### src/rtl/clmul16_kara_seq.sv
// clmul16_kara_seq: sequenced 2*HALF_W x 2*HALF_W carry-less multiplier.
// A single HALF_W x HALF_W carry-less slice is shared across the three
// Karatsuba sub-products (lo, hi, mid). The result is folded into rp
// on the MUL_MID edge and presented in DONE with a valid/ready handshake.
module clmul16_kara_seq #(
    parameter int unsigned HALF_W = 8
) (
    input  logic                  clk,
    input  logic                  rst,
    input  logic                  in_valid,
    output logic                  in_ready,
    input  logic [2*HALF_W-1:0]   in_a,
    input  logic [2*HALF_W-1:0]   in_b,
    output logic                  out_valid,
    input  logic                  out_ready,
    output logic [4*HALF_W-1:0]   out_p,
    output logic                  busy
);

    localparam int unsigned OW = 2 * HALF_W;      // operand width
    localparam int unsigned PW = 2 * HALF_W - 1;  // slice product width
    localparam int unsigned FW = 4 * HALF_W;      // full product width

    typedef enum logic [2:0] {
        IDLE,
        MUL_LO,
        MUL_HI,
        MUL_MID,
        DONE
    } state_t;

    state_t state_q, state_d;

    logic [OW-1:0] ra_q, ra_d;
    logic [OW-1:0] rb_q, rb_d;
    logic [PW-1:0] rl_q, rl_d;
    logic [PW-1:0] rh_q, rh_d;
    logic [PW-1:0] rm_q, rm_d;
    logic [FW-1:0] rp_q, rp_d;

    logic [HALF_W-1:0] a_lo, a_hi, b_lo, b_hi;
    logic [HALF_W-1:0] slice_a, slice_b;
    logic [PW-1:0]     slice_a_ext;
    logic [PW-1:0]     slice_p;

    logic [PW-1:0]     mid_term;
    logic [PW-1:0]     mid_fold;
    logic [FW-1:0]     lo_ext, hi_ext, mid_ext;

    assign a_lo = ra_q[HALF_W-1:0];
    assign a_hi = ra_q[OW-1:HALF_W];
    assign b_lo = rb_q[HALF_W-1:0];
    assign b_hi = rb_q[OW-1:HALF_W];

    assign out_p = rp_q;

    // Select the slice operands for the sub-product owned by the current state.
    always_comb begin
        slice_a = '0;
        slice_b = '0;
        case (state_q)
            MUL_LO: begin
                slice_a = a_lo;
                slice_b = b_lo;
            end
            MUL_HI: begin
                slice_a = a_hi;
                slice_b = b_hi;
            end
            MUL_MID: begin
                slice_a = a_lo ^ a_hi;
                slice_b = b_lo ^ b_hi;
            end
            default: begin
                slice_a = '0;
                slice_b = '0;
            end
        endcase
    end

    // Shared HALF_W x HALF_W carry-less multiplier: AND/XOR shift-accumulate.
    always_comb begin
        slice_a_ext = {{(PW - HALF_W){1'b0}}, slice_a};
        slice_p     = '0;
        for (int unsigned i = 0; i < HALF_W; i++) begin
            if (slice_b[i]) begin
                slice_p = slice_p ^ (slice_a_ext << i);
            end
        end
    end

    // Karatsuba fold: hi<<OW ^ (m^hi^lo)<<HALF_W ^ lo, all terms zero-extended.
    always_comb begin
        // rp is only committed in MUL_MID, where the live slice output is the
        // middle product; elsewhere the stored rm stands in for it.
        mid_term = (state_q == MUL_MID) ? slice_p : rm_q;
        mid_fold = mid_term ^ rh_q ^ rl_q;
        lo_ext   = {{(FW - PW){1'b0}}, rl_q};
        hi_ext   = {{(FW - PW){1'b0}}, rh_q} << OW;
        mid_ext  = {{(FW - PW){1'b0}}, mid_fold} << HALF_W;
    end

    // Next-state, register updates and handshake outputs.
    always_comb begin
        state_d   = state_q;
        ra_d      = ra_q;
        rb_d      = rb_q;
        rl_d      = rl_q;
        rh_d      = rh_q;
        rm_d      = rm_q;
        rp_d      = rp_q;
        in_ready  = 1'b0;
        out_valid = 1'b0;
        busy      = 1'b1;
        case (state_q)
            IDLE: begin
                in_ready = 1'b1;
                busy     = 1'b0;
                if (in_valid) begin
                    ra_d    = in_a;
                    rb_d    = in_b;
                    state_d = MUL_LO;
                end
            end
            MUL_LO: begin
                rl_d    = slice_p;
                state_d = MUL_HI;
            end
            MUL_HI: begin
                rh_d    = slice_p;
                state_d = MUL_MID;
            end
            MUL_MID: begin
                rm_d    = slice_p;
                rp_d    = hi_ext ^ mid_ext ^ lo_ext;
                state_d = DONE;
            end
            DONE: begin
                out_valid = 1'b1;
                if (out_ready) begin
                    state_d = IDLE;
                end
            end
            default: begin
                state_d = IDLE;
            end
        endcase
    end

    // State and datapath registers with asynchronous clear.
    always_ff @(posedge clk or posedge rst) begin
        if (rst) begin
            state_q <= IDLE;
            ra_q    <= '0;
            rb_q    <= '0;
            rl_q    <= '0;
            rh_q    <= '0;
            rm_q    <= '0;
            rp_q    <= '0;
        end else begin
            state_q <= state_d;
            ra_q    <= ra_d;
            rb_q    <= rb_d;
            rl_q    <= rl_d;
            rh_q    <= rh_d;
            rm_q    <= rm_d;
            rp_q    <= rp_d;
        end
    end

endmodule

### config.mk
export PLATFORM = sky130hd
export DESIGN_NAME = clmul16_kara_seq
export DESIGN_NICKNAME = d
export VERILOG_FILES = /design/src/rtl/clmul16_kara_seq.sv
export SDC_FILE = /design/constraint.sdc
export NUM_CORES = 1
export LEC_CHECK = 0
export BUFFER_PORTS_ARGS = -buffer_cell sky130_fd_sc_hd__buf_2
export CAP_MARGIN = 20
export CORE_MARGIN = 4
export CORE_UTILIZATION = 57
export DETAILED_ROUTE_END_ITERATION = 16
export GPL_TIMING_DRIVEN = 0
export PLACE_DENSITY = 0.79
export SYNTH_ARGS = -nofsm -noshare
export SYNTH_HDL_FRONTEND = slang
export SYNTH_SLANG_ARGS = --single-unit
export TNS_END_PERCENT = 30
### constraint.sdc
create_clock -name clk -period 3.1 [get_ports clk]
set_clock_uncertainty 0.05 [all_clocks]
set_input_delay 0.31 -clock clk [delete_from_list [all_inputs] [get_ports clk]]
set_output_delay 0.31 -clock clk [all_outputs]
set_load 0.02 [all_outputs]
==> metrics.md <==
| Metric | Value |
|---|---|
| H-tree levels | `3` |
| Row count | `34` |
| Filler cell count in the final layout | `707` |
| Critical path class | `reg2reg` |
| Actual slew at the worst max-slew pin | `0.7057 ns` |
| Switching power total | `3.600 mW` |
| Proportion of synthesized chip area in sequential cells | `46.57%` |
| PostCTS Resize Cnt | `0` |
| Synth Area per Inst | `11.05 um2` |
| Post-synth EDFFs | `0` |
| Leakage power | `2.687 nW` |
| Layout cell share with drive strength beyond 1 | `29.78%` |
| Area grow syn2layout | `14.21%` |
| Post-route worst setup slack | `0.2331 ns` |
| Clock latency of the later-clocked register in the worst-skew pair | `0.37 ns` |
| Clock root cell | `clkbuf_8` |
| CTS tree | `done` |
| Count of final max-slew check failures | `0` |
| Worst endpoint required time | `3.30 ns` |
| Max frequency | `348.8 MHz` |
| Final net count | `585` |
| Combinational Power Share | `62.2%` |
| Total number of vias | `3655` |
| Full die area | `10640 um2` |
| # hold bufs at CTS | `1` |
| Routability-driven placement congestion ratio | `0.8906` |
| Number of nets still failing antenna checks after routing | `0` |
| Post CTS Setup Buffer Count | `0` |
| Total gr overflow | `0` |
| Half-perimeter wire length after detailed placement | `8056 um` |
| Die width | `103.1 um` |
| Synth Flop Type | `dfrtp_1` |
| Startpoint of the worst hold path | `out_ready` |
| Kind of start point of the critical path | `flip-flop` |
| CP Launch Point | `state_q[1]$_DFFE_PP0P_` |
| Ratio of final minimum period to clock period | `92.48%` |
| Clock Tree Buf Depth | `2` |
| Worst path arrival time | `3.07 ns` |
| Hold/Removal Path Class | `in2reg` |
| Clock edge transition at the registers on the reported setup and hold paths | `0.10 ns` |
| Flops & latches, synth | `96` |
| Worst ir drop on vdd | `0.7441 mV` |
| Ranking of synthesized cells by area | `dfrtp_1 47%, xnor2_1 9.3%, mux2_2 9.2%, nand3_1 6.1%, nand2_1 5.3%` |
| Distinct cell type count of the synthesized netlist | `28` |
| Count of unresolved DRC violations after routing | `0` |
| All-Layer GR Usage | `22.09%` |
| Library cell occupying the most area in the post-synthesis netlist | `dfrtp_1` |
| Starting DRT DRC Count | `127` |
| Final period demand of the worst path | `2.867 ns` |
| Initial DRT Pass Iterations | `5` |
| Total detailed-routing wirelength | `10880 um` |
| Switching power as a share of total power | `44.89%` |
| Max-slew headroom at the worst pin | `52.80%` |
| Part of the power in the clock network | `11.0%` |
| Areal power density over the cells | `1361 nW/um2` |
| Hold Violations, Final | `0` |
| Initial antenna violation count | `0` |
| Vias per Instance | `5.521` |
| Ant. Diodes | `0` |
| I/O Buffers | `69` |
| Vias in the first global route | `3630` |
| Count of synthesis-stage warnings from yosys | `0` |
| Post-synth ARST share | `100.0%` |
| Number of buffers created by CTS | `9` |
| Global-route wire length before repair | `17930 um` |
| Peak fanout along the critical path | `10` |
| Most frequent cell after synthesis | `dfrtp_1` |
| Sort of element at the end of the critical path | `flip-flop` |
| Internal power | `4.419 mW` |
| Fraction of synthesized cell area taken by the top area cell type | `46.57%` |
| RR Startpoint | `state_q[1]$_DFFE_PP0P_` |
| Worst setup timing slack at the placement stage | `0.2920 ns` |
| Worst reg2reg setup slack | `0.23 ns` |
| Die Y-Extent | `103.1 um` |
| Starting density of the core | `58.87%` |
| Power Total | `8.019 mW` |
| Sequential fraction of design power | `26.8%` |
| Combined area of all synthesized cells | `5159 um2` |
| Fin Hold WS | `0.09066 ns` |
| Routed wire per std cell | `16.43 um` |
| Max cap viols | `0` |
| Post-synthesis net count | `503` |
| Count of final setup violators | `0` |
| Ports | `71` |
| Maximum number of pins on one net before global-route repair | `65` |
| Status | `complete, no violations` |
| RSZ-0062 raised after global routing | `no` |
| Clock sink count | `96` |
| Instance count of the mapped netlist | `467` |
| Cell types with the highest counts after synthesis | `96 x dfrtp_1, 73 x nand2_1, 63 x nand3_1, 55 x xnor2_1` |
| Core footprint | `8763 um2` |
worst max-delay path, stage by stage (launching register included):
cell and delay [ns]:
dfrtp_1 0.47, buf_6 0.19, nand2_1 0.07, xor2_1 0.58, nand3_1 0.19, xnor3_1 0.37, xnor3_1 0.47, xnor2_1 0.27
o21ai_1 0.08
layout by cell type (no fill, tap or decap), drive strengths merged, types with 2 or more instances in the layout:
master   n
buf     87
inv      7
xnor2   56
o21ai   45
xnor3    9
nand3   65
mux2    49
dfrtp   96
nor2     2
clkbuf  21
clkinv   2
nand2   80
xor2    29
cell type report:
type / instances / area (um2) / share of cell area (%)
clock inverter: 6 / 75.07 / 1.274
multi-input combinational: 339 / 2576 / 43.72
sequential: 96 / 2402 / 40.77
tap: 108 / 135.1 / 2.293
timing repair buffer: 71 / 382.9 / 6.498
buffer: 28 / 165.2 / 2.803
inverter: 4 / 17.52 / 0.2973
clock buffer: 10 / 137.6 / 2.336
registers in the layout, indices dropped and copies added, names as in the netlist:
register  count
out_p        31
ra_q         16
rl_q         15
rh_q         15
state_q       3
rb_q         16
stage by stage:
stage / cells / cell area (um2) / TNS [ns] / utilization [%]
after floorplan: 467 / 5159 / 0 / -
after global placement: 644 / 5639 / -70.09 / 64.35
after detailed placement: 645 / 5669 / 0 / 64.69
after CTS: 662 / 5892 / 0 / 67.23
after global routing: 662 / 5892 / 0 / 67.23
final: 662 / 5892 / 0 / 67.23
power by group through the flow:
stage                     registers (mW)  logic [mW]  clock network, mW
after global placement              2.14        4.85                  0
after detailed placement            2.17        4.97                  0
after floorplan                     2.30        3.66                  0
after global routing                2.21        5.42              0.953
after CTS                           2.15        5.00              0.906
final                               2.15        4.99              0.881
cells by family after synthesis:
logic type | synth area share (%)
other | 0.07269
XOR/XNOR | 21.20
buffers and inverters | 3.493
AND/OR/NAND/NOR | 13.46
flip-flops | 46.57
AO/OA/AOI/OAI | 4.511
multiplexers | 10.70
per-layer routing:
layer	vias up	routed length, um	GRT usage (%)
met3	18	727	4.330
met1	1773	4442	28.86
met2	151	5579	37.99
met4	0	128	5.478
met5	-	0	0
li1	1713	-	-
path summary, 6_finish.rpt:
kind	to	cells after the start
min reg2reg	out_p[21]$_DFFE_PP0N_	2
min in group asynchronous	rb_q[6]$_DFFE_PP0P_	3
max	out_p[16]$_DFFE_PP0N_	8
max in group asynchronous	ra_q[15]$_DFFE_PP0P_	4
max reg2reg	out_p[16]$_DFFE_PP0N_	8
min	state_q[2]$_DFFE_PP0P_	2
Note: power is estimated with default switching activity, not from simulation.
